===== config.mk =====
export PLATFORM = sky130hd
export DESIGN_NAME = inst_fetch_unit_flat
export DESIGN_NICKNAME = d
export VERILOG_FILES = /design/src/rtl/inst_fetch_unit_pkg.sv /design/src/rtl/inst_fetch_unit_if.sv /design/src/rtl/inst_fetch_unit.sv /design/src/flat_wrapper.sv
export SDC_FILE = /design/constraint.sdc
export NUM_CORES = 1
export LEC_CHECK = 0
export BUFFER_PORTS_ARGS = -buffer_cell sky130_fd_sc_hd__buf_2
export CAP_MARGIN = 25
export CORE_ASPECT_RATIO = 1.25
export CORE_MARGIN = 5
export CORE_UTILIZATION = 43
export DETAILED_ROUTE_END_ITERATION = 8
export PLACE_DENSITY = 0.77
export SLEW_MARGIN = 10
export SYNTH_ARGS = -nofsm -noshare
export SYNTH_HDL_FRONTEND = slang
export SYNTH_SLANG_ARGS = --single-unit
export TNS_END_PERCENT = 1

===== constraint.sdc =====
create_clock -name clk -period 1.7 [get_ports clk]
set_input_delay 0.255 -clock clk [delete_from_list [all_inputs] [get_ports clk]]
set_output_delay 0.255 -clock clk [all_outputs]
set_load 0.03 [all_outputs]

===== src/rtl/inst_fetch_unit_pkg.sv =====
`default_nettype none
// ============================================================================
// Module   : inst_fetch_unit_pkg
// Brief    : Shared fetch-state encoding, reset defaults and PC helpers.
//            Optional feature macro: FETCH_ADEL_EN (adds HALT state).
// Revision : 1.0 - initial release
// ============================================================================
package inst_fetch_unit_pkg;

    typedef enum logic [1:0] {
        ST_RUN  = 2'd0,
        ST_PEND = 2'd1
`ifdef FETCH_ADEL_EN
        ,
        ST_HALT = 2'd2
`endif
    } fetch_state_e;

    localparam logic [31:0] DEFAULT_RESET_PC = 32'h8000_0000;
    localparam logic [31:0] DEFAULT_NOP_INST = 32'h0000_0000;
    localparam logic [31:0] PC_STEP          = 32'd4;

    // Sequential successor; wraps modulo 2^32 by construction.
    function automatic logic [31:0] next_seq_pc(input logic [31:0] pc);
        return pc + PC_STEP;
    endfunction

    function automatic logic pc_misaligned(input logic [31:0] pc);
        return pc[1:0] != 2'b00;
    endfunction

endpackage : inst_fetch_unit_pkg
`default_nettype wire


===== src/rtl/inst_fetch_unit_if.sv =====
`default_nettype none
// ============================================================================
// Module   : inst_fetch_unit_if
// Brief    : SRAM fetch port, IF/ID boundary and redirect signals.
//            Optional feature macro: FETCH_ADEL_EN (adds id_adel).
// Revision : 1.0 - initial release
// ============================================================================
interface inst_fetch_unit_if;

    logic [31:0] inst_vaddr;
    logic        inst_ce;
    logic [31:0] inst_data;
    logic        base_conflict;
    logic        id_stall;
    logic        branch_flag;
    logic [31:0] branch_target;
    logic        flush;
    logic [31:0] flush_pc;
    logic [31:0] id_pc;
    logic [31:0] id_inst;
    logic        id_valid;
`ifdef FETCH_ADEL_EN
    logic        id_adel;
`endif

    // Fetch unit side
    modport master (
`ifdef FETCH_ADEL_EN
        output id_adel,
`endif
        output inst_vaddr,
        output inst_ce,
        output id_pc,
        output id_inst,
        output id_valid,
        input  inst_data,
        input  base_conflict,
        input  id_stall,
        input  branch_flag,
        input  branch_target,
        input  flush,
        input  flush_pc
    );

    // SRAM controller / decode / exception side
    modport slave (
`ifdef FETCH_ADEL_EN
        input  id_adel,
`endif
        input  inst_vaddr,
        input  inst_ce,
        input  id_pc,
        input  id_inst,
        input  id_valid,
        output inst_data,
        output base_conflict,
        output id_stall,
        output branch_flag,
        output branch_target,
        output flush,
        output flush_pc
    );

endinterface : inst_fetch_unit_if
`default_nettype wire


===== src/rtl/inst_fetch_unit.sv =====
`default_nettype none
// ============================================================================
// Module   : inst_fetch_unit
// Brief    : IF stage: owns the PC, fetches from async SRAM, fills IF/ID and
//            keeps branch delay slots intact across base-RAM conflict bubbles.
//            Optional feature macro: FETCH_ADEL_EN (misaligned-PC trap).
// Revision : 1.0 - initial release
// ============================================================================
module inst_fetch_unit
    import inst_fetch_unit_pkg::*;
#(
    parameter logic [31:0] RESET_PC = DEFAULT_RESET_PC,
    parameter logic [31:0] NOP_INST = DEFAULT_NOP_INST
) (
    input  logic               clk,
    input  logic               rst,
    inst_fetch_unit_if.master  bus
);

    fetch_state_e state_q, state_d;
    logic [31:0]  pc_q, pc_d;
    logic [31:0]  pend_q, pend_d;
    logic [31:0]  id_pc_q, id_pc_d;
    logic [31:0]  id_inst_q, id_inst_d;
    logic         id_valid_q, id_valid_d;
    logic         ce_q, ce_d;
    logic         inst_ce;
    logic         fetch_ok;
    logic [31:0]  seq_pc;
`ifdef FETCH_ADEL_EN
    logic         adel_q, adel_d;
    logic         misaligned;
`endif

    // A misaligned PC suppresses the SRAM access in the very cycle it is seen.
`ifdef FETCH_ADEL_EN
    always_comb begin
        misaligned = (state_q != ST_HALT) && !bus.id_stall && pc_misaligned(pc_q);
        inst_ce    = ce_q & ~misaligned;
    end
`else
    always_comb begin
        inst_ce = ce_q;
    end
`endif

    always_comb begin
        fetch_ok = inst_ce & ~bus.base_conflict;
        seq_pc   = next_seq_pc(pc_q);
    end

    always_comb begin
        state_d    = state_q;
        pc_d       = pc_q;
        pend_d     = pend_q;
        id_pc_d    = id_pc_q;
        id_inst_d  = id_inst_q;
        id_valid_d = id_valid_q;
        ce_d       = 1'b1;
`ifdef FETCH_ADEL_EN
        adel_d     = adel_q;
`endif

        if (bus.flush) begin
            pc_d       = bus.flush_pc;
            state_d    = ST_RUN;
            pend_d     = '0;
            id_valid_d = 1'b0;
            id_inst_d  = NOP_INST;
`ifdef FETCH_ADEL_EN
            adel_d     = 1'b0;
`endif
        end else if (!bus.id_stall) begin
`ifdef FETCH_ADEL_EN
            adel_d = 1'b0;
`endif
            case (state_q)
                ST_RUN, ST_PEND: begin
`ifdef FETCH_ADEL_EN
                    if (misaligned) begin
                        id_valid_d = 1'b1;
                        id_inst_d  = NOP_INST;
                        id_pc_d    = pc_q;
                        adel_d     = 1'b1;
                        state_d    = ST_HALT;
                    end else
`endif
                    if (fetch_ok) begin
                        id_pc_d    = pc_q;
                        id_inst_d  = bus.inst_data;
                        id_valid_d = 1'b1;
                        // In PEND the owed delay slot is what just issued, so redirect now.
                        if (state_q == ST_PEND) begin
                            pc_d    = pend_q;
                            state_d = ST_RUN;
                        end else begin
                            pc_d = bus.branch_flag ? bus.branch_target : seq_pc;
                        end
                    end else begin
                        id_valid_d = 1'b0;
                        id_inst_d  = NOP_INST;
                        if ((state_q == ST_RUN) && bus.branch_flag) begin
                            pend_d  = bus.branch_target;
                            state_d = ST_PEND;
                        end
                    end
                end
`ifdef FETCH_ADEL_EN
                ST_HALT: begin
                    id_valid_d = 1'b0;
                    id_inst_d  = NOP_INST;
                end
`endif
                default: begin
                    state_d = ST_RUN;
                end
            endcase
        end
    end

    always_ff @(posedge clk) begin
        if (!rst) begin
            state_q    <= ST_RUN;
            pc_q       <= RESET_PC;
            pend_q     <= '0;
            id_pc_q    <= '0;
            id_inst_q  <= NOP_INST;
            id_valid_q <= 1'b0;
            ce_q       <= 1'b0;
`ifdef FETCH_ADEL_EN
            adel_q     <= 1'b0;
`endif
        end else begin
            state_q    <= state_d;
            pc_q       <= pc_d;
            pend_q     <= pend_d;
            id_pc_q    <= id_pc_d;
            id_inst_q  <= id_inst_d;
            id_valid_q <= id_valid_d;
            ce_q       <= ce_d;
`ifdef FETCH_ADEL_EN
            adel_q     <= adel_d;
`endif
        end
    end

    assign bus.inst_vaddr = pc_q;
    assign bus.inst_ce    = inst_ce;
    assign bus.id_pc      = id_pc_q;
    assign bus.id_inst    = id_inst_q;
    assign bus.id_valid   = id_valid_q;
`ifdef FETCH_ADEL_EN
    assign bus.id_adel    = adel_q;
`endif

endmodule : inst_fetch_unit
`default_nettype wire

===== src/flat_wrapper.sv =====
// flat-port wrapper written by rule: the top's interface ports become plain ports
module inst_fetch_unit_flat import inst_fetch_unit_pkg::*;
#(
    parameter logic [31:0] RESET_PC = DEFAULT_RESET_PC,
    parameter logic [31:0] NOP_INST = DEFAULT_NOP_INST
)
  (clk, rst, bus_inst_vaddr, bus_inst_ce, bus_id_pc, bus_id_inst, bus_id_valid, bus_inst_data, bus_base_conflict, bus_id_stall, bus_branch_flag, bus_branch_target, bus_flush, bus_flush_pc);
  inst_fetch_unit_if bus_i ();
  input  logic clk;
  input  logic rst;
  output wire logic [$bits(bus_i.inst_vaddr)-1:0] bus_inst_vaddr;
  output wire logic [$bits(bus_i.inst_ce)-1:0] bus_inst_ce;
  output wire logic [$bits(bus_i.id_pc)-1:0] bus_id_pc;
  output wire logic [$bits(bus_i.id_inst)-1:0] bus_id_inst;
  output wire logic [$bits(bus_i.id_valid)-1:0] bus_id_valid;
  input wire logic [$bits(bus_i.inst_data)-1:0] bus_inst_data;
  input wire logic [$bits(bus_i.base_conflict)-1:0] bus_base_conflict;
  input wire logic [$bits(bus_i.id_stall)-1:0] bus_id_stall;
  input wire logic [$bits(bus_i.branch_flag)-1:0] bus_branch_flag;
  input wire logic [$bits(bus_i.branch_target)-1:0] bus_branch_target;
  input wire logic [$bits(bus_i.flush)-1:0] bus_flush;
  input wire logic [$bits(bus_i.flush_pc)-1:0] bus_flush_pc;
  assign bus_inst_vaddr = bus_i.inst_vaddr;
  assign bus_inst_ce = bus_i.inst_ce;
  assign bus_id_pc = bus_i.id_pc;
  assign bus_id_inst = bus_i.id_inst;
  assign bus_id_valid = bus_i.id_valid;
  assign bus_i.inst_data = bus_inst_data;
  assign bus_i.base_conflict = bus_base_conflict;
  assign bus_i.id_stall = bus_id_stall;
  assign bus_i.branch_flag = bus_branch_flag;
  assign bus_i.branch_target = bus_branch_target;
  assign bus_i.flush = bus_flush;
  assign bus_i.flush_pc = bus_flush_pc;
  inst_fetch_unit #(.RESET_PC(RESET_PC), .NOP_INST(NOP_INST)) u_core (.clk(clk), .rst(rst), .bus(bus_i));
endmodule

==> results.ini <==
[outcome]
outcome=finished, violations left
violations=setup timing

[grt]
grt_max_degree=44
antenna_found_initial=3
grt_pass1_wl_um=31740
grt_overflow=0
grt_pass1_vias=6169
grt_use_total=0.2384

[cts]
root_buffer=clkbuf_16
clock_path_buffers=2
path_clk_slew_ns=0.06
clock_latency_ns=0.42
cts_hold_buf=0
cts_buffers=17
cts_tree=done
clock_sinks=131
htree_levels=4

[synthesis]
synth_flop_cell=dfxtp_1
yosysTopAreaCell=dfxtp_1
synth_fa_ha_area_frac=0.002042
synth_top_family_by_area=simple AND/OR/NAND/NOR gates
yosys-mux-area-fraction=0.02042
ys.warnings.count=0
ys_types=65
synth_top_area_frac=0.4281
seq_area_frac_synth=0.4281
synth_cells=792
synthesis.area_um2=6126
synthSimpleGateAreaFrac=0.2326
synth-compound-area-share=0.2292
synth_xor_area_frac=0.02574
postSynthAreaPerCell_um2=7.735
netlist_top_cells_area=dfxtp_1 43%, nand2_1 11%, a21oi_1 7.8%
synth_edf_count=0
syn-num-nets=895
ys_ff_latch=131
async_reset_ff_frac=0

[critical_path]
critPathMaxFanout=4
crit_family=simple AND/OR/NAND/NOR gates
path_buf_inv=1
critPathLaunchType=flip-flop
crit_type=reg -> reg
end_kind=flip-flop
max_stage_delay_ns=0.38
path_cells=nand4_1 > buf_4 > nor4_4 > mux2_4 > a221oi_2 > a21oi_1
required_ns=2.00
slowest_stage=dfxtp_4
crit_arrival_ns=2.07

[final_layout]
final_cell_area_um2=8439
finish.utilization=0.6083
multi_input_area_um2=3249
layout_common_cells=199 x buf_2, 175 x nand2_1, 113 x dfxtp_1
drive_gt1_frac=0.3482
final_cell_count_no_fill=1210
final.fill_count=1207
final_common_cell=buf_2
fin_nets=1124
area_delta_synth_final_pct=37.77
regArea_um2=2665

[pwr]
clkPwrFrac=0.450
seqPwrFrac=0.409
p_int_mw=5.636
p_sw_mw=2.249
p_leak_nw=3.609
power_density_nw_per_um2=934.3
combPwrFrac=0.141
vdd_ir_drop_max_mv=0.6359
total_power_mw=7.885
netSwitchingFraction=0.2853

[routing]
met1_length_um=8226
drtIter0Drc=563
ant_nets=0
route.vias.total=6702
dr_wl_met3_um=1910
top_layer=met5
routed_via_density=5.539
wl_per_cell_um=16.84
drc=0
wl_met2_um=9681
dr.pass1.iters=5
drt-total-wl_um=20380

[die]
dieHeight_um=143.4
rows=48
start_util=0.4416
core-area_um2=13870
ioPinCount=200
dieArea_um2=16750
dieWidth_um=116.8

[place]
dp_cells=1175
dp_hpwl_um=14540
gp_congestion=0.8856
placed_area_um2=7744
pre_cts_slack_ns=-0.2119
io_buffers=199

[timing]
maxSlewViolCount=0
slew_headroom=0.6640
min_period_ns=1.770
rsz0062_at_grt=yes
setup_ws_ns=-0.06993
worst_slew_pin_slew_ns=0.5034
finalClockSkew_ns=0.008696
hold_viol=0
fmax_mhz=565.0
finalSetupViolations=6
fin_crit_sh=1.041

[run]
drv_cap=0

[worst_hold_path]
hp-class=in -> reg

power groups by stage:
stage	clock (mW)	combinational, mW	sequential [mW]
2_1_floorplan	0	0.446	3.45
3_3_place_gp	0	1.06	3.28
3_5_place_dp	0	1.08	3.29
4_1_cts	3.60	1.09	3.22
5_1_grt	3.75	1.19	3.23
6_report	3.55	1.11	3.22
stage by stage:
step	TNS [ns]	hold slack [ns]
floorplan	-3.466	0.2827
global placement	-2.502	0.4381
detailed placement	-3.435	0.4430
CTS	-0.1757	0.04907
global route	-0.8934	0.05735
finish	-0.1921	0.06058
cells by family (layout without fill, tap and decap cells):
family,Yosys count,count (layout)
fa+ha+maj,1,1
other cells,0,1
simple gates,322,322
compound gates,223,223
xor+xnor,18,18
buf+inv,85,327
mux,12,12
flops,131,131
path summary, 6_finish.rpt:
check,start,to,depth (start not counted),slack (ns)
setup reg to reg,u_core.bus.inst_vaddr[2],u_core.bus.inst_vaddr[15],6,-0.07
hold / removal,bus_inst_data[12],u_core.bus.id_inst[12],3,0.06
hold reg to reg,u_core.bus.id_pc[24],u_core.bus.id_pc[24],2,0.45
setup / recovery,u_core.bus.inst_vaddr[2],u_core.bus.inst_vaddr[15],6,-0.07
worst reg2reg max path, cell delays in order (launching register included):
cell	delay [ns]
dfxtp_4	0.38
nand4_1	0.23
buf_4	0.25
nor4_4	0.17
mux2_4	0.33
a221oi_2	0.21
a21oi_1	0.09
Yosys cell counts, types with 10 or more instances:
cell and number:
nand2_1 176, dfxtp_1 131, a21oi_1 96, nor2_1 62, clkbuf_1 49, a22oi_1 32, o21ai_0 31, nand3_1 26
inv_1 16, a221oi_1 14, nor3_1 12, xnor2_1 11, nand4_1 10
state kept, by name (all words and copies together), names as in the netlist:
register,cells
u_core.state_q,1
u_core.bus.inst_vaddr,32
u_core.bus.id_pc,32
u_core.pend_q,32
u_core.bus.inst_ce,1
u_core.bus.id_valid,1
u_core.bus.id_inst,32
area by class of cell:
cell class	count	share of cell area
Multi-Input combinational cell	576	0.3850
Clock buffer	17	0.05041
Clock inverter	15	0.01705
Antenna cell	1	0.0002965
Timing Repair Buffer	279	0.1984
Inverter	16	0.007116
Sequential cell	131	0.3158
Tap cell	175	0.02595
metal layers:
| layer | vias up | GRT usage |
|---|---|---|
| met5 | - | 0 |
| met4 | 4 | 0.1021 |
| met3 | 44 | 0.07372 |
| met2 | 303 | 0.3758 |
| met1 | 3109 | 0.3004 |
| li1 | 3242 | - |
what timing repair did:
item / CTS / global route
cloned: 0 / 0
buffers inserted: 1 / 1
setup endpoints to repair: 26 / 47
pin swaps: 5 / 5
gates resized for setup: 11 / 12
No activity file was read; power rests on OpenSTA's default activity.
